[src/rtl/pipe_hazard_ctrl_if.sv]
// pipe_hazard_ctrl_if: hazard-unit bundle between the pipeline datapath (master) and the control unit (slave)
interface pipe_hazard_ctrl_if #(parameter int CNT_W = 16);
  logic [4:0] id_rs, id_rt, ex_writeReg;
  logic ex_RegWrite, ex_MemToReg, mem_zero, mem_BranchEq, mem_Jump, mem_MemToReg, mem_MemWrite, dmem_ready;
  logic pc_en, pc_sel_branch, if_id_en, if_id_flush, id_ex_en, id_ex_flush, ex_mem_en, ex_mem_flush;
  logic mem_wb_bubble, dmem_req, mem_err;
  logic [CNT_W-1:0] stall_cnt, flush_cnt;
  modport master (
    output id_rs, id_rt, ex_writeReg, ex_RegWrite, ex_MemToReg, mem_zero, mem_BranchEq, mem_Jump,
           mem_MemToReg, mem_MemWrite, dmem_ready,
    input  pc_en, pc_sel_branch, if_id_en, if_id_flush, id_ex_en, id_ex_flush, ex_mem_en, ex_mem_flush,
           mem_wb_bubble, dmem_req, mem_err, stall_cnt, flush_cnt
  );
  modport slave (
    input  id_rs, id_rt, ex_writeReg, ex_RegWrite, ex_MemToReg, mem_zero, mem_BranchEq, mem_Jump,
           mem_MemToReg, mem_MemWrite, dmem_ready,
    output pc_en, pc_sel_branch, if_id_en, if_id_flush, id_ex_en, id_ex_flush, ex_mem_en, ex_mem_flush,
           mem_wb_bubble, dmem_req, mem_err, stall_cnt, flush_cnt
  );
endinterface

[src/rtl/pipe_hazard_ctrl.sv]
// pipe_hazard_ctrl: 5-stage pipeline stall/flush control with load-use, MEM redirect and dmem wait/timeout handling
module pipe_hazard_ctrl #(
  parameter int WAIT_MAX = 16,
  parameter int CNT_W    = 16
) (
  input logic clk,
  input logic clr,
  pipe_hazard_ctrl_if.slave bus
);
  localparam int WW = $clog2(WAIT_MAX + 1);
  typedef enum logic [1:0] {RUN, MEM_WAIT, ERR} state_t;
  state_t state_q, state_d;
  logic [WW-1:0] wait_q, wait_d, wait_inc;
  logic [CNT_W-1:0] stall_q, stall_d, flush_q, flush_d;
  logic mem_acc, taken, lu, hold, go, redirect, lu_bubble;
  always_comb begin
    mem_acc   = bus.mem_MemToReg | bus.mem_MemWrite;
    taken     = (bus.mem_BranchEq & bus.mem_zero) | bus.mem_Jump;
    lu        = bus.ex_MemToReg & bus.ex_RegWrite & (bus.ex_writeReg != 5'd0) &
                ((bus.ex_writeReg == bus.id_rs) | (bus.ex_writeReg == bus.id_rt));
    hold      = ~bus.dmem_ready & ((state_q == MEM_WAIT) | ((state_q == RUN) & mem_acc));
    go        = ~hold & (state_q != ERR);
    redirect  = go & taken;
    lu_bubble = go & ~taken & lu;
  end
  assign bus.pc_en         = go & ~lu_bubble;
  assign bus.pc_sel_branch = redirect;
  assign bus.if_id_en      = go & ~lu_bubble;
  assign bus.if_id_flush   = redirect;
  assign bus.id_ex_en      = go;
  assign bus.id_ex_flush   = redirect | lu_bubble;
  assign bus.ex_mem_en     = go;
  assign bus.ex_mem_flush  = redirect;
  assign bus.mem_wb_bubble = ~go;
  assign bus.dmem_req      = (state_q == MEM_WAIT) | ((state_q == RUN) & mem_acc);
  assign bus.mem_err       = state_q == ERR;
  assign bus.stall_cnt     = stall_q;
  assign bus.flush_cnt     = flush_q;
  // wait_q is zero in RUN, so the first stalled cycle naturally lands on a count of one
  always_comb begin
    wait_inc = wait_q + WW'(1);
    state_d  = hold ? ((wait_inc >= WW'(WAIT_MAX)) ? ERR : MEM_WAIT) : ((state_q == MEM_WAIT) ? RUN : state_q);
    wait_d   = hold ? wait_inc : ((state_q == MEM_WAIT) ? '0 : wait_q);
    stall_d  = (~bus.pc_en & ~&stall_q) ? stall_q + CNT_W'(1) : stall_q;
    flush_d  = (redirect & ~&flush_q) ? flush_q + CNT_W'(1) : flush_q;
  end
  always_ff @(posedge clk or negedge clr)
    if (!clr) begin
      state_q <= RUN;
      wait_q  <= '0;
      stall_q <= '0;
      flush_q <= '0;
    end else begin
      state_q <= state_d;
      wait_q  <= wait_d;
      stall_q <= stall_d;
      flush_q <= flush_d;
    end
endmodule

[src/flat_wrapper.sv]
// flat-port wrapper written by rule: the top's interface ports become plain ports
module pipe_hazard_ctrl_flat 
#(
  parameter int WAIT_MAX = 16,
  parameter int CNT_W    = 16
)
  (clk, clr, bus_id_rs, bus_id_rt, bus_ex_writeReg, bus_ex_RegWrite, bus_ex_MemToReg, bus_mem_zero, bus_mem_BranchEq, bus_mem_Jump, bus_mem_MemToReg, bus_mem_MemWrite, bus_dmem_ready, bus_pc_en, bus_pc_sel_branch, bus_if_id_en, bus_if_id_flush, bus_id_ex_en, bus_id_ex_flush, bus_ex_mem_en, bus_ex_mem_flush, bus_mem_wb_bubble, bus_dmem_req, bus_mem_err, bus_stall_cnt, bus_flush_cnt);
  pipe_hazard_ctrl_if #(.CNT_W(CNT_W)) bus_i ();
  input logic clk;
  input logic clr;
  input wire logic [$bits(bus_i.id_rs)-1:0] bus_id_rs;
  input wire logic [$bits(bus_i.id_rt)-1:0] bus_id_rt;
  input wire logic [$bits(bus_i.ex_writeReg)-1:0] bus_ex_writeReg;
  input wire logic [$bits(bus_i.ex_RegWrite)-1:0] bus_ex_RegWrite;
  input wire logic [$bits(bus_i.ex_MemToReg)-1:0] bus_ex_MemToReg;
  input wire logic [$bits(bus_i.mem_zero)-1:0] bus_mem_zero;
  input wire logic [$bits(bus_i.mem_BranchEq)-1:0] bus_mem_BranchEq;
  input wire logic [$bits(bus_i.mem_Jump)-1:0] bus_mem_Jump;
  input wire logic [$bits(bus_i.mem_MemToReg)-1:0] bus_mem_MemToReg;
  input wire logic [$bits(bus_i.mem_MemWrite)-1:0] bus_mem_MemWrite;
  input wire logic [$bits(bus_i.dmem_ready)-1:0] bus_dmem_ready;
  output wire logic [$bits(bus_i.pc_en)-1:0] bus_pc_en;
  output wire logic [$bits(bus_i.pc_sel_branch)-1:0] bus_pc_sel_branch;
  output wire logic [$bits(bus_i.if_id_en)-1:0] bus_if_id_en;
  output wire logic [$bits(bus_i.if_id_flush)-1:0] bus_if_id_flush;
  output wire logic [$bits(bus_i.id_ex_en)-1:0] bus_id_ex_en;
  output wire logic [$bits(bus_i.id_ex_flush)-1:0] bus_id_ex_flush;
  output wire logic [$bits(bus_i.ex_mem_en)-1:0] bus_ex_mem_en;
  output wire logic [$bits(bus_i.ex_mem_flush)-1:0] bus_ex_mem_flush;
  output wire logic [$bits(bus_i.mem_wb_bubble)-1:0] bus_mem_wb_bubble;
  output wire logic [$bits(bus_i.dmem_req)-1:0] bus_dmem_req;
  output wire logic [$bits(bus_i.mem_err)-1:0] bus_mem_err;
  output wire logic [$bits(bus_i.stall_cnt)-1:0] bus_stall_cnt;
  output wire logic [$bits(bus_i.flush_cnt)-1:0] bus_flush_cnt;
  assign bus_i.id_rs = bus_id_rs;
  assign bus_i.id_rt = bus_id_rt;
  assign bus_i.ex_writeReg = bus_ex_writeReg;
  assign bus_i.ex_RegWrite = bus_ex_RegWrite;
  assign bus_i.ex_MemToReg = bus_ex_MemToReg;
  assign bus_i.mem_zero = bus_mem_zero;
  assign bus_i.mem_BranchEq = bus_mem_BranchEq;
  assign bus_i.mem_Jump = bus_mem_Jump;
  assign bus_i.mem_MemToReg = bus_mem_MemToReg;
  assign bus_i.mem_MemWrite = bus_mem_MemWrite;
  assign bus_i.dmem_ready = bus_dmem_ready;
  assign bus_pc_en = bus_i.pc_en;
  assign bus_pc_sel_branch = bus_i.pc_sel_branch;
  assign bus_if_id_en = bus_i.if_id_en;
  assign bus_if_id_flush = bus_i.if_id_flush;
  assign bus_id_ex_en = bus_i.id_ex_en;
  assign bus_id_ex_flush = bus_i.id_ex_flush;
  assign bus_ex_mem_en = bus_i.ex_mem_en;
  assign bus_ex_mem_flush = bus_i.ex_mem_flush;
  assign bus_mem_wb_bubble = bus_i.mem_wb_bubble;
  assign bus_dmem_req = bus_i.dmem_req;
  assign bus_mem_err = bus_i.mem_err;
  assign bus_stall_cnt = bus_i.stall_cnt;
  assign bus_flush_cnt = bus_i.flush_cnt;
  pipe_hazard_ctrl #(.WAIT_MAX(WAIT_MAX), .CNT_W(CNT_W)) u_core (.clk(clk), .clr(clr), .bus(bus_i));
endmodule
[config.mk]
export PLATFORM = sky130hd
export DESIGN_NAME = pipe_hazard_ctrl_flat
export DESIGN_NICKNAME = d
export VERILOG_FILES = /design/src/rtl/pipe_hazard_ctrl_if.sv /design/src/rtl/pipe_hazard_ctrl.sv /design/src/flat_wrapper.sv
export SDC_FILE = /design/constraint.sdc
export NUM_CORES = 1
export LEC_CHECK = 0
export ABC_AREA = 1
export CAP_MARGIN = 25
export CORE_MARGIN = 8
export CORE_UTILIZATION = 53
export DETAILED_ROUTE_END_ITERATION = 7
export GPL_ROUTABILITY_DRIVEN = 0
export HOLD_SLACK_MARGIN = 0.08
export PLACE_DENSITY = 0.82
export SLEW_MARGIN = 20
export SYNTH_ARGS = -nofsm -noshare
export SYNTH_HDL_FRONTEND = slang
export SYNTH_SLANG_ARGS = --single-unit
[constraint.sdc]
create_clock -name clk -period 4.7 [get_ports clk]
set_input_delay 0.705 -clock clk [delete_from_list [all_inputs] [get_ports clk]]
set_output_delay 0.705 -clock clk [all_outputs]
set_load 0.02 [all_outputs]
======== After elaboration in Yosys (flattened, before gate mapping) ========
Index checks and enable logic that the tools add are counted.
storage, ports and cells
  logic and storage cells ................. 49
  register bits after elaboration ......... 39
  output and inout port bits .............. 43
  input port bits ......................... 25
operators by class
  bitwise logic cells ..................... 24
  $lt $le $gt $ge ......................... 1
  multiplexer cells ....................... 5
  reduce and logical (&&, ||, !) cells .... 7
  eq/ne operators ......................... 5
  add/subtract/negate cells ............... 3
operator list
  cell                                                                    count
  16-bit by 1-bit adder with 16-bit output (second input constant)        2
  16-bit AND reduction                                                    2
  1-bit AND                                                               13
  5-bit equality test                                                     2
  5-bit 2-to-1 mux                                                        2
  2-bit 2-to-1 mux                                                        3
  1-bit inverter                                                          6
  5-bit by 1-bit adder with 5-bit output (second input constant)          1
  5-bit greater-or-equal comparator (second input constant)               1
  1-bit bitwise OR                                                        5
  5-bit nonzero test                                                      1
  2-bit by 1-bit equality test with 1-bit output (second input constant)  1
  2-bit equality test (second input constant)                             1
  1-bit zero test                                                         2
  2-bit zero test                                                         1
  2-bit != test (second input constant)                                   1
  2-bit nonzero test                                                      1

======== Logic depth before layout (Yosys ltp) ========
  depth after elaboration ................. 12
  mapped depth ............................ 12
  depth with buffers taken out ............ 11

======== Worst setup path before layout ========
No wires, ideal clock.
  path type ............................... input -> output
  start point ............................. in bus_mem_MemToReg
  end point ............................... out bus_pc_en
  cell stages on the path ................. 9
  setup slack ............................. 2.061 ns
  path buffers ............................ 2
  data arrival time ....................... 1.934 ns
  required time ........................... 3.995 ns
  cell sequence ........................... inv_1 > nand3_2 > nand3b_4 > nand2_4 > inv_1 > nand2_4 > buf_4 > inv_1 > buf_4
between the ends
  word-level cells in the longest chain between the ends .. 10
RTL lines
  item                     RTL line                RTL
  from (decl)              flat_wrapper.sv:19      input wire logic [$bits(bus_i.mem_MemToReg)-1:0] bus_mem_MemToReg;
  1-bit bitwise OR (*)     pipe_hazard_ctrl.sv:17  mem_acc = bus.mem_MemToReg | bus.mem_MemWrite;
  1-bit AND (*)            pipe_hazard_ctrl.sv:21  hold = ~bus.dmem_ready & ((state_q == MEM_WAIT) | ((state_q == RUN) & mem_acc));
  1-bit bitwise OR (*)     pipe_hazard_ctrl.sv:21
  1-bit AND (*)            pipe_hazard_ctrl.sv:21
  1-bit inverter (*)       pipe_hazard_ctrl.sv:22  go = ~hold & (state_q != ERR);
  1-bit AND (*)            pipe_hazard_ctrl.sv:22
  named net bus_ex_mem_en  flat_wrapper.sv:28      output wire logic [$bits(bus_i.ex_mem_en)-1:0] bus_ex_mem_en;
  1-bit AND (2 in a row)   pipe_hazard_ctrl.sv:24  lu_bubble = go & ~taken & lu;
  1-bit inverter           --
  1-bit AND (*)            --
  to (decl)                flat_wrapper.sv:22      output wire logic [$bits(bus_i.pc_en)-1:0] bus_pc_en;
The timed path passes the listed nets; every way through them passes the cells marked *.

======== Worst setup path in the final report ========
  start point ............................. in bus_ex_writeReg[1]
  end point ............................... out bus_if_id_en
between the ends
  word-level cells in the longest chain between the ends .. 6
  elaborated cells on any way between the ends .. 9
  those cells by class .................... eq/ne (2); bitwise (6); reduce/logical (1)
RTL lines
  item                                                       RTL line                                        RTL
  from (decl)                                                flat_wrapper.sv:13                              input wire logic [$bits(bus_i.ex_writeReg)-1:0] bus_ex_writeReg;
  5-bit equality test or 5-bit nonzero test (tied branches)  pipe_hazard_ctrl.sv:20, pipe_hazard_ctrl.sv:19
  1-bit bitwise OR or 1-bit AND (tied branches)              pipe_hazard_ctrl.sv:20, pipe_hazard_ctrl.sv:19
  1-bit AND (*)                                              pipe_hazard_ctrl.sv:19                          lu = bus.ex_MemToReg & bus.ex_RegWrite & (bus.ex_writeReg != 5'd0) &
  1-bit AND (*)                                              pipe_hazard_ctrl.sv:24
  1-bit inverter (*)                                         pipe_hazard_ctrl.sv:28                          assign bus.if_id_en = go & ~lu_bubble;
  1-bit AND (*)                                              pipe_hazard_ctrl.sv:28
  to (decl)                                                  flat_wrapper.sv:24                              output wire logic [$bits(bus_i.if_id_en)-1:0] bus_if_id_en;
Every way passes the cells marked *; elsewhere a longest branch is shown, timed or not.

==> metrics.yaml <==
setup_tns_ns: 0
cts.sinks: 39
grt_max_degree: 40
dp_cells: 476
layout_min_cycle_time_ns: 3.26
avgSynthCellArea_um2: 7.41
drive_gt1_share_pct: 8.15
stdcell_count: 484
ios: 68
clockRootBuffer: "clkbuf_8"
viasPerCell: 4.96
hold_path.class: "flip-flop to flip-flop"
nNetsFinal: 444
synth.area.top_cells: "dfrtp_1 (38%), nand2_1 (17%), inv_1 (6.2%), nand3_1 (6.2%), xor2_1 (4.7%)"
cts_buffer_depth: 2
clk_pin_slew_worst_paths_ns: 0.08
fin_skew_ns: 0.00682
yosys.area.top_type: "dfrtp_1"
cap_viol_max_count: 0
status: "finished, final reports clean"
antenna_found_initial: 0
core_um2: 4720
post_cts_buffers: 0
rsz0062_at_grt: "no"
cp.required_ns: 3.99
die_x_um: 86.1
cts_resized: 0
die_area_um2: 7410
numCtsBuffers: 5
powerDensity_nw_per_um2: 196
grt_usage_pct: 16.8
clk_latency_ns: 0.30
whs_ns: 0.500
firstDrtPassIters: 4
synth_top_area_share_pct: 37.5
hold_viol: 0
ys_ff_latch: 39
seq_area_frac_synth_pct: 37.5
fin_crit_sh_pct: 69.4
synth_commonest_cells: "nand2_1 (117), inv_1 (43), dfrtp_1 (39)"
path_class: "input port to output port"
tightest_slew_ns: 0.859
crit_end: "bus_if_id_en"
wl_per_cell_um: 12.5
tritoncts: "done"
globalRouteOverflowTotal: 0
slew_headroom_pct: 42.8
setup_viol: 0
synthCells: 351
peakVddDrop_v: 0.000141
critPathArrivalTime_ns: 2.56
end_kind: "output port"
syn_area_um2: 2600
p_sw_share_pct: 22.0
fin_util_pct: 71.7
p_sw_w: 0.000146
drt_iter0_markers: 86
sequentialPowerShare_pct: 50.6
port_buffers: 67
p_int_w: 0.000517
async_flop_share_pct: 100
ys_types: 32
fillCellCount: 381
leakagePower_nw: 1.62
r2r_setup_slack_ns: 2.77
layout-area-overhead-vs-synth_pct: 30.2
min_path_cells: 2
ctsHoldBuffers: 0
n_antenna_cell: 0
drtAntennaViolNets: 0
r2r_cells: 9
synth_nets: 379
ys.warnings.count: 0
synth_flop_cell: "dfrtp_1"
grt_pass1_wl_mm: 10.1
fp-row-count: 25
p_comb_share_pct: 6.6
power_frac_clock_pct: 42.8
initial_utilization_pct: 55.1
synth.most_common_cell: "nand2_1"
r2r_end: "u_core.bus.flush_cnt[3]"
start_kind: "input port"
critPathLaunch: "bus_ex_writeReg[1]"
synth-edff-count: 0
finalMaxSlewViolations: 0
dp_hpwl_mm: 4.61
ctsHtreeMaxLevel: 2
wl_mm: 6.04
max_freq_mhz: 306
post-route-drc-count: 0
vias: 2403
grt_pass1_vias: 2371
cp_max_fo: 19
reg2reg_from: "u_core.bus.flush_cnt[0]"
fp.dieH_um: 86.1
==> logic make-up after synthesis <==
kind of cell	after synthesis	share of synthesized area (%)
AO/OA/AOI/OAI	17	4.38
XOR/XNOR	25	8.70
adder cells (fa/ha/maj)	3	1.44
buffers and inverters	54	9.42
flip-flops	39	37.5
multiplexers	1	0.385
AND/OR/NAND/NOR	212	38.2
==> critical path, stage by stage <==
cell,delay [ns]
clkdlybuf4s50_1,0.51
inv_1,0.08
nand2_1,0.07
nand2_1,0.06
nor2_1,0.10
nand3_1,0.07
nand2_1,0.08
nand2_2,0.07
nand2_4,0.18
inv_1,0.08
clkdlybuf4s50_1,0.54
==> placed cells by master, fill, tap and decap left out, drive strengths merged <==
| cell type | n |
|---|---|
| nand2 | 121 |
| clkdlybuf4s50 | 66 |
| inv | 45 |
| dfrtp | 39 |
| nand3 | 37 |
| nor2 | 34 |
| xor2 | 15 |
| o21ai | 13 |
| xnor2 | 10 |
| nor3 | 10 |
| nand4 | 6 |
| clkbuf | 5 |
| ha | 3 |
| nand3b | 3 |
| clkinv | 2 |
| a31oi | 1 |
| a21oi | 1 |
| o22ai | 1 |
| o32ai | 1 |
| mux2i | 1 |
| or2 | 1 |
| bufinv | 1 |
| buf | 1 |
==> layout make-up <==
type / count / area, µm² / share of cell area (%)
tap: 67 / 83.8 / 2.47
inverter: 45 / 169 / 4.99
sequential: 39 / 976 / 28.8
clock inverter: 3 / 43.8 / 1.29
multi-input combinational: 258 / 1380 / 40.8
timing repair buffer: 67 / 666 / 19.6
clock buffer: 5 / 68.8 / 2.03
==> per-layer routing <==
layer  share of wire (%)  vias up  GRT usage [%]
met5                   0        -              0
met4                 1.9        0           7.48
met3                 4.2       12           3.15
met2                  51       47           30.8
met1                  43     1115           18.1
li1                    -     1229              -
==> registers in the layout (all words and copies together) (netlist names) <==
| register | flops |
|---|---|
| u_core.state_q | 2 |
| u_core.wait_q | 5 |
| u_core.bus.stall_cnt | 16 |
| u_core.bus.flush_cnt | 16 |
==> how the worst min path moves through the flow <==
stage | from | end | slack [ns]
6_report | u_core.bus.stall_cnt[15] | u_core.bus.stall_cnt[15] | 0.50
5_1_grt | u_core.bus.stall_cnt[15] | u_core.bus.stall_cnt[15] | 0.54
4_1_cts | u_core.bus.stall_cnt[15] | u_core.bus.stall_cnt[15] | 0.50
3_5_place_dp | u_core.bus.stall_cnt[15] | u_core.bus.stall_cnt[15] | 0.49
3_3_place_gp | u_core.bus.stall_cnt[15] | u_core.bus.stall_cnt[15] | 0.49
2_1_floorplan | clr | u_core.bus.flush_cnt[0] | 0.41
==> power by group through the flow <==
stage / clock, W / combinational (W) / sequential (W)
after CTS: 0.000289 / 0.0000446 / 0.000335
after global routing: 0.000300 / 0.0000492 / 0.000335
after detailed placement: 0 / 0.0000445 / 0.000342
final: 0.000284 / 0.0000439 / 0.000335
after global placement: 0 / 0.0000431 / 0.000342
after floorplan: 0 / 0.0000137 / 0.000342
==> stage by stage <==
stage | power, W | area (µm²) | setup slack [ns]
final | 0.000663 | 3390 | 1.44
after detailed placement | 0.000386 | 3280 | 1.43
after floorplan | 0.000356 | 2600 | 2.06
after global placement | 0.000385 | 3280 | 1.45
after CTS | 0.000669 | 3390 | 1.43
after global routing | 0.000684 | 3390 | 1.28
(Power assumes the default switching activity.)
